**src/rtl/score_pkg.sv**
```systemverilog
// score_pkg: shared FSM states, score limit and saturating pending arithmetic
package score_pkg;
   typedef enum logic [1:0] {IDLE, PULSE_UP, PULSE_DN, GAP} state_t;
   localparam logic [6:0] SCORE_MAX = 7'd99;
   typedef logic signed [3:0] pend_t;
   function automatic pend_t pend_sat(input logic signed [4:0] v, input logic [2:0] lim);
      logic signed [4:0] m;
      m = $signed({2'b00, lim});
      return (v > m) ? pend_t'(m) : (v < -m) ? pend_t'(-m) : pend_t'(v);
   endfunction
endpackage

```
**src/rtl/score_event_pulser_rise_detect.sv**
```systemverilog
// rise_detect: registered single-cycle pulse on each 0->1 transition of a level
module rise_detect (
   input  logic clk,
   input  logic resetN,
   input  logic in,
   output logic pulse
);
   logic prev;
   logic armed;
   // armed suppresses the first cycle after reset so a level already high is not an edge
   always_ff @(posedge clk)
      if (!resetN) begin
         prev  <= 1'b0;
         armed <= 1'b0;
         pulse <= 1'b0;
      end else begin
         prev  <= in;
         armed <= 1'b1;
         pulse <= armed & in & ~prev;
      end
endmodule

```
**src/rtl/score_event_pulser.sv**
```systemverilog
// score_event_pulser: turns add/sub level edges into spaced up/down pulses with a clamped shadow score
module score_event_pulser
   import score_pkg::*;
#(
   parameter int PULSE_LEN = 2,
   parameter int GAP_LEN   = 2,
   parameter int PEND_MAX  = 7
) (
   input  logic       clk,
   input  logic       resetN,
   input  logic       addPoint,
   input  logic       subPoint,
   output logic       up,
   output logic       down,
   output logic [6:0] score,
   output logic       busy
);
   localparam logic [3:0] P_LAST = 4'(PULSE_LEN - 1);
   localparam logic [3:0] G_LAST = 4'(GAP_LEN - 1);
   localparam logic [2:0] LIM    = 3'(PEND_MAX);

   logic              add_e;
   logic              sub_e;
   state_t            state;
   state_t            state_n;
   logic [3:0]        cnt;
   logic [3:0]        cnt_n;
   logic [6:0]        score_n;
   pend_t             pend;
   pend_t             pend_n;
   logic signed [4:0] delta;
   logic signed [4:0] eff;

   rise_detect u_add (.clk(clk), .resetN(resetN), .in(addPoint), .pulse(add_e));
   rise_detect u_sub (.clk(clk), .resetN(resetN), .in(subPoint), .pulse(sub_e));

   assign delta = (add_e == sub_e) ? 5'sd0 : add_e ? 5'sd1 : -5'sd1;
   assign eff   = $signed({pend[3], pend}) + delta;

   // next state: fresh edges join pending before IDLE decides, so a lone edge pulses two cycles later
   always_comb begin
      state_n = state;
      cnt_n   = cnt;
      score_n = score;
      pend_n  = pend_sat(eff, LIM);
      case (state)
         IDLE:
            if (eff > 5'sd0) begin
               if (score == SCORE_MAX) pend_n = '0;
               else begin
                  state_n = PULSE_UP;
                  cnt_n   = '0;
                  score_n = score + 7'd1;
                  pend_n  = pend_sat(eff - 5'sd1, LIM);
               end
            end else if (eff < 5'sd0) begin
               if (score == 7'd0) pend_n = '0;
               else begin
                  state_n = PULSE_DN;
                  cnt_n   = '0;
                  score_n = score - 7'd1;
                  pend_n  = pend_sat(eff + 5'sd1, LIM);
               end
            end
         PULSE_UP, PULSE_DN: begin
            state_n = (cnt == P_LAST) ? GAP : state;
            cnt_n   = (cnt == P_LAST) ? 4'd0 : cnt + 4'd1;
         end
         GAP: begin
            state_n = (cnt == G_LAST) ? IDLE : GAP;
            cnt_n   = (cnt == G_LAST) ? 4'd0 : cnt + 4'd1;
         end
         default: state_n = IDLE;
      endcase
   end

   // state and all outputs are registered from the next-state values
   always_ff @(posedge clk)
      if (!resetN) begin
         state <= IDLE;
         cnt   <= '0;
         score <= '0;
         pend  <= '0;
         up    <= 1'b0;
         down  <= 1'b0;
         busy  <= 1'b0;
      end else begin
         state <= state_n;
         cnt   <= cnt_n;
         score <= score_n;
         pend  <= pend_n;
         up    <= (state_n == PULSE_UP);
         down  <= (state_n == PULSE_DN);
         busy  <= (pend_n != 4'sd0) | (state_n != IDLE);
      end
endmodule
```
**config.mk**
```make
export PLATFORM = sky130hd
export DESIGN_NAME = score_event_pulser
export DESIGN_NICKNAME = d
export VERILOG_FILES = /design/src/rtl/score_pkg.sv /design/src/rtl/score_event_pulser_rise_detect.sv /design/src/rtl/score_event_pulser.sv
export SDC_FILE = /design/constraint.sdc
export NUM_CORES = 1
export LEC_CHECK = 0
export BUFFER_PORTS_ARGS = -buffer_cell sky130_fd_sc_hd__buf_2
export CAP_MARGIN = 30
export CORE_ASPECT_RATIO = 0.5
export CORE_MARGIN = 4
export CORE_UTILIZATION = 36
export CTS_BUF_LIST = sky130_fd_sc_hd__clkbuf_16
export DETAILED_ROUTE_END_ITERATION = 8
export PLACE_DENSITY = 0.53
export SYNTH_ARGS = -nofsm -noshare
export SYNTH_HDL_FRONTEND = slang
export SYNTH_SLANG_ARGS = --single-unit
```
**constraint.sdc**
```tcl
create_clock -name clk -period 10.5 [get_ports clk]
set_input_delay 2.1 -clock clk [delete_from_list [all_inputs] [get_ports clk]]
set_output_delay 2.1 -clock clk [all_outputs]
set_load 0.1 [all_outputs]
```
**Yosys cells after proc, flatten, opt, wreduce, memory -nomap -nowiden**

Cells that the tools add are included.

- Add/sub/neg operators: 6
- $lt $le $gt $ge: 8
- Equality and inequality tests: 13
- Muxes and demuxes: 31
- Bitwise gates (word level): 7
- Reductions and logical operators: 9

Operators by type and width:

| cell | count |
|---|---|
| 2-to-1 mux 4 bit | 16 |
| 2-to-1 mux 7 bit | 4 |
| > comparator 5 x 4 -> 1 bit, second input constant | 3 |
| < comparator 5 x 4 -> 1 bit, second input constant | 3 |
| 2-to-1 mux 2 bit | 6 |
| 2-to-1 mux 5 bit | 2 |
| != test 3 bit, second input constant | 3 |
| case mux 4 bit (2 select lines) | 1 |
| adder 7 x 1 -> 7 bit, second input constant | 1 |
| == test 7 bit, second input constant | 1 |
| logical NOT 7 bit | 1 |
| subtractor 7 x 1 -> 7 bit, second input constant | 1 |
| == test 2 bit, second input constant | 3 |
| case mux 2 bit (3 select lines) | 1 |
| adder 4 x 5 -> 5 bit | 1 |
| adder 5 x 2 -> 5 bit, second input constant | 1 |
| > comparator 5 x 1 -> 1 bit, second input constant | 1 |
| < comparator 5 x 1 -> 1 bit, second input constant | 1 |
| subtractor 5 x 2 -> 5 bit, second input constant | 1 |
| adder 4 x 1 -> 4 bit, second input constant | 1 |
| AND 1 bit | 4 |
| == test 2 x 1 -> 1 bit, second input constant | 2 |
| == test 4 x 1 -> 1 bit, second input constant | 1 |
| != test 2 bit, second input constant | 2 |
| other kinds (11) | 13 |

- Bits in registers: 25
- Output and inout bits: 10

**Depth between registers and ports, before layout**

- Word-level depth: 13
- Mapped depth: 21
- Depth with buffers taken out: 20

**Cells and area by module**

From an unflattened synthesis, not the netlist that was laid out.

- Cells, all modules: 218
- Area total of the unflattened synthesis: 1870.5 sq um

Modules (own cells, without submodules):

| module | times used | cells each | area an instance (sq um) | seq. area each (sq um) |
|---|---|---|---|---|
| score_event_pulser | 1 | 208 | 1717.9 | 400.4 |
| rise_detect | 2 | 5 | 76.3 | 60.1 |

**Least setup slack after synthesis**

No wires, ideal clock.

- Path type: register to register
- From: register u_add.pulse
- To: register score[6]
- Setup time: 0.067 ns
- Arrival time: 3.839 ns
- Required time: 10.433 ns
- Setup slack: 6.594 ns
- Cell stages (with the launch flop): 22
- Period minus slack after synthesis: 3.906 ns
- Cell sequence: dfxtp_1 inv_1 ha_1 inv_1 ha_1 fa_1 clkbuf_1 inv_1 ha_1 o21ai_0 a211o_1 o21a_2 inv_4 fa_1 a21o_1 a21oi_1 o21bai_1 a21oi_1 xnor2_1 o211ai_1 xor2_1 nor2_1

- Word-level cells in the longest chain between the ends: 6
- Elaborated cells between the ends (all ways): 11
- Those cells by class: add/sub (1); order compare (2); eq/ne (3); mux (3); reduce/logical (2)

RTL lines:

| element | line | source |
|---|---|---|
| start: declaration | score_event_pulser_rise_detect.sv:6 | `output logic pulse` |
| start signal: assignment | score_event_pulser_rise_detect.sv:19 | `pulse <= armed & in & ~prev;` |
| == test 1 bit or 2-to-1 mux 5 bit (tied branches) | score_event_pulser.sv:37 | `assign delta = (add_e == sub_e) ? 5'sd0 : add_e ? 5'sd1 : -5'sd1;` |
| 2-to-1 mux 5 bit * | score_event_pulser.sv:37 |  |
| adder 4 x 5 -> 5 bit * | score_event_pulser.sv:38 | `assign eff = $signed({pend[3], pend}) + delta;` |
| > comparator 5 x 1 -> 1 bit or < comparator 5 x 1 -> 1 bit (tied branches) | score_event_pulser.sv:48, score_event_pulser.sv:56 |  |
| != test 2 bit (no source line) or nonzero test 2 bit (tied branches) | -- |  |
| AND reduction 4 bit (no source line) | -- |  |
| end signal: assignment | score_event_pulser.sv:90 | `score <= score_n;` |
| end: declaration | score_event_pulser.sv:15 | `output logic [6:0] score,` |

Every way passes the cells marked *; elsewhere a longest branch is shown, timed or not.
A chain may end at the register's enable or synchronous reset.

**Worst setup path after layout**

Same ends and word-level chain as after synthesis.

==> impl_results.md <==
- Status: completed
- Clk slew on worst S/H paths: ~60 ps
- Finished layout cell area: roughly 2400 um2
- Leak: 1.03 nW
- Layout area overhead: 7.26%
- Multiplexer share of the synthesized area: 0.0405
- Ys Warns: 0
- Worst-path fanout max: 15
- Syn nets: roughly 280
- Later-pin clock latency in the skew report: 260 ps
- Max Root-Sink Buffers: 2
- Total grt overflow: 0
- Fin Clk Skew: around 7.5 ps
- Compound-Gate Fraction of Synth Area: 0.281
- Reg2reg setup slack: between 6000 and 7000 ps
- Fin crit share: 0.395
- Synthesis-stage register bit count: 25
- Vias per cell: 5.47
- Commonest non-fill, non-tap cells in the layout: dfxtp_1 (25), nor2_1 (22), inv_1 (17)
- Clk pwr share: 0.106
- Layout fillers: 584
- Switching share of power: 0.527
- HP Class: flip-flop to flip-flop
- Unrepaired setup endpoints after global routing: no
- Synth Area in Simple Gates: 0.209
- Initial antenna violation count: 0
- Register area share after synthesis: 0.225
- Commonest non-fill, non-tap cell in the layout: dfxtp_1
- Pre-antenna DRT Iters: 4
- Post-Syn Area per Cell: 8.65 um2
- CTS Hold Bufs: 0
- Number of flops mapped to enable cells by yosys: 0
- Vias in the first global route: about 1.8k
- Adder-cell share of the synthesized area: 0.113
- Total die area: 7570 um2
- Antenna Cells: 0
- Xor/xnor share of the synthesized area: 0.0625
- Pwr Density: ~330 nW/um2
- Final HPWL DP: ~3700 um
- Die Span X: 119 um
- Share of layout cells above drive strength 1: 0.149
- Routability-driven placement congestion ratio: 0.832
- Fin. max-slew vios: 0
- Max-cap viol count: 0
- CTS buffer count: 3
- Library cells used by synthesis: 71
- Max Freq: 0.241 GHz
- Post-CTS Setup Repair Bufs: 0
- Total core area: 5730 um2
- WP data required: 10640 ps
- Hold WS: 488 ps
- Tot Pwr: 788 uW
- Combinational Power Share: 0.704
- Cell area after synthesis: 2220 um2
- Post-cts sizing count: 0
- Final Util: 0.416
- DR iter-0 viols: 120
- # DRC: 0
- IO buf count: 13
- Mapped Cells: ~260
- Tot GR Track Use: 0.136
- Synth Flop Type: dfxtp_1
- Crit path DAT: 4290 ps
- CTS H-tree depth: 1
- Post-Route WL: 4920 um
- Rel. slew slack: 0.443
- Nets: 285
- IO Pins: 14
- DR vias: 1891
- Die Ht: 63.6 um
- Setup violators final: 0
- # rows: 19
- Largest net degree at the start of global routing: 20
- Worst setup EP type: flip-flop
- CTS Root Cell: clkbuf_16
- WL per Instance: roughly 14 um
- Final hold violations: 0
- Clk sinks: 25
- Worst slew pin tran: between 800 and 900 ps
- Setup TNS: 0 ps
- Largest family of logic cells by synthesized area: compound AO/OA/AOI/OAI gates
- Routed Antenna Nets: 0
- Internal power: around 370 uW
- First-pass GRT wire length: 8560 um
- Flop pwr share: 0.190
- Max rail drop VDD: about 0.18 mV
- Final critical-path required period: 4150 ps
- Initial Utilization: 0.388
- CTS tree: done
- Worst setup path class: flip-flop to flip-flop
- P_sw: roughly 410 uW
- Startpoint types: flip-flop
- Async S/R FF share, synth: 0
- Placed cell areas: 2300 um2
==> power groups by stage <==
stage | sequential, mW | combinational (mW) | clock, mW
after CTS | 0.150 | 0.555 | 0.0869
after global placement | 0.151 | 0.549 | 0
after detailed placement | 0.152 | 0.550 | 0
after global routing | 0.155 | 0.611 | 0.0901
after floorplan | 0.226 | 0.386 | 0
final | 0.150 | 0.555 | 0.0837
==> metrics by stage <==
step,std cells,setup slack (ps)
2_1_floorplan,257,6590
3_3_place_gp,342,6500
3_5_place_dp,342,6380
4_1_cts,346,6340
5_1_grt,346,5980
6_report,346,6350
==> cells by family after synthesis <==
group                    count (synthesis)
flip-flops                              25
adder cells (fa/ha/maj)                 19
AO/OA/AOI/OAI                           79
buffers and inverters                   29
multiplexers                             9
XOR/XNOR                                14
AND/OR/NAND/NOR                         82
==> final cells by class <==
class | count | area, um2 | area share
multi-input cells | 203 | 1570 | 0.658
flip-flops and latches | 25 | 500 | 0.210
well taps | 84 | 105 | 0.0441
clock buffers | 3 | 75.1 | 0.0315
inverters | 17 | 66.3 | 0.0278
repair buffers | 13 | 65.1 | 0.0273
clock inverters | 1 | 3.75 | 0.00157
==> critical path: stages, from the launching register on <==
cell and delay [ps]:
dfxtp_1 300, inv_1 50, ha_1 260, inv_1 40, ha_1 220, fa_1 830, inv_1 90, ha_1 240
o21ai_0 80, a211o_1 150, o21a_2 170, inv_4 80, fa_1 410, a21o_1 170, a21oi_1 200, o21bai_1 80
a21oi_1 170, xnor2_1 130, o211ai_1 120, xor2_1 160, nor2_1 50
==> worst paths after layout <==
| kind | start | end | cells past startpoint |
|---|---|---|---|
| hold reg to reg | u_sub.armed$_DFF_P_ | u_add.pulse$_SDFF_PN0_ | 1 |
| hold / removal | u_sub.armed$_DFF_P_ | u_add.pulse$_SDFF_PN0_ | 1 |
| setup reg to reg | u_add.pulse$_SDFF_PN0_ | score[6]$_SDFFE_PN0P_ | 20 |
| setup / recovery | u_add.pulse$_SDFF_PN0_ | score[6]$_SDFFE_PN0P_ | 20 |
==> synth_stat cells, types with 3 or more instances <==
| master | n | area share |
|---|---|---|
| dfxtp_1 | 25 | 0.23 |
| nor2_1 | 22 | 0.037 |
| ha_1 | 16 | 0.090 |
| inv_1 | 16 | 0.027 |
| a21oi_1 | 15 | 0.034 |
| nand2_1 | 12 | 0.020 |
| o21ai_0 | 10 | 0.023 |
| mux2i_1 | 9 | 0.041 |
| xnor2_1 | 8 | 0.032 |
| a31oi_1 | 7 | 0.020 |
| a211o_1 | 6 | 0.024 |
| and2_1 | 6 | 0.017 |
| buf_6 | 5 | 0.025 |
| clkbuf_1 | 5 | 0.0084 |
| nor2b_1 | 5 | 0.014 |
| nor3_1 | 5 | 0.011 |
| xor2_1 | 5 | 0.020 |
| a21o_1 | 4 | 0.014 |
| nand3_1 | 4 | 0.0090 |
| a22oi_1 | 3 | 0.010 |
| and3_1 | 3 | 0.0084 |
| nand2b_1 | 3 | 0.0084 |
| o211a_1 | 3 | 0.014 |
==> metal layers <==
metal  global-route usage  wire [um]  vias up
met4               0.0519         80        0
met5                    0          0        -
met3               0.0206        155        7
li1                     -          -      957
met1                0.193       2500      884
met2                0.207       2190       43
==> sequential cells by signal (all words and copies together) (netlist names) <==
name	cells
busy	1
state	2
down	1
score	7
u_add.pulse	1
pend	4
u_sub.prev	1
cnt	4
u_sub.pulse	1
u_add.prev	1
up	1
u_sub.armed	1
Power figures use the tool's default switching activity.
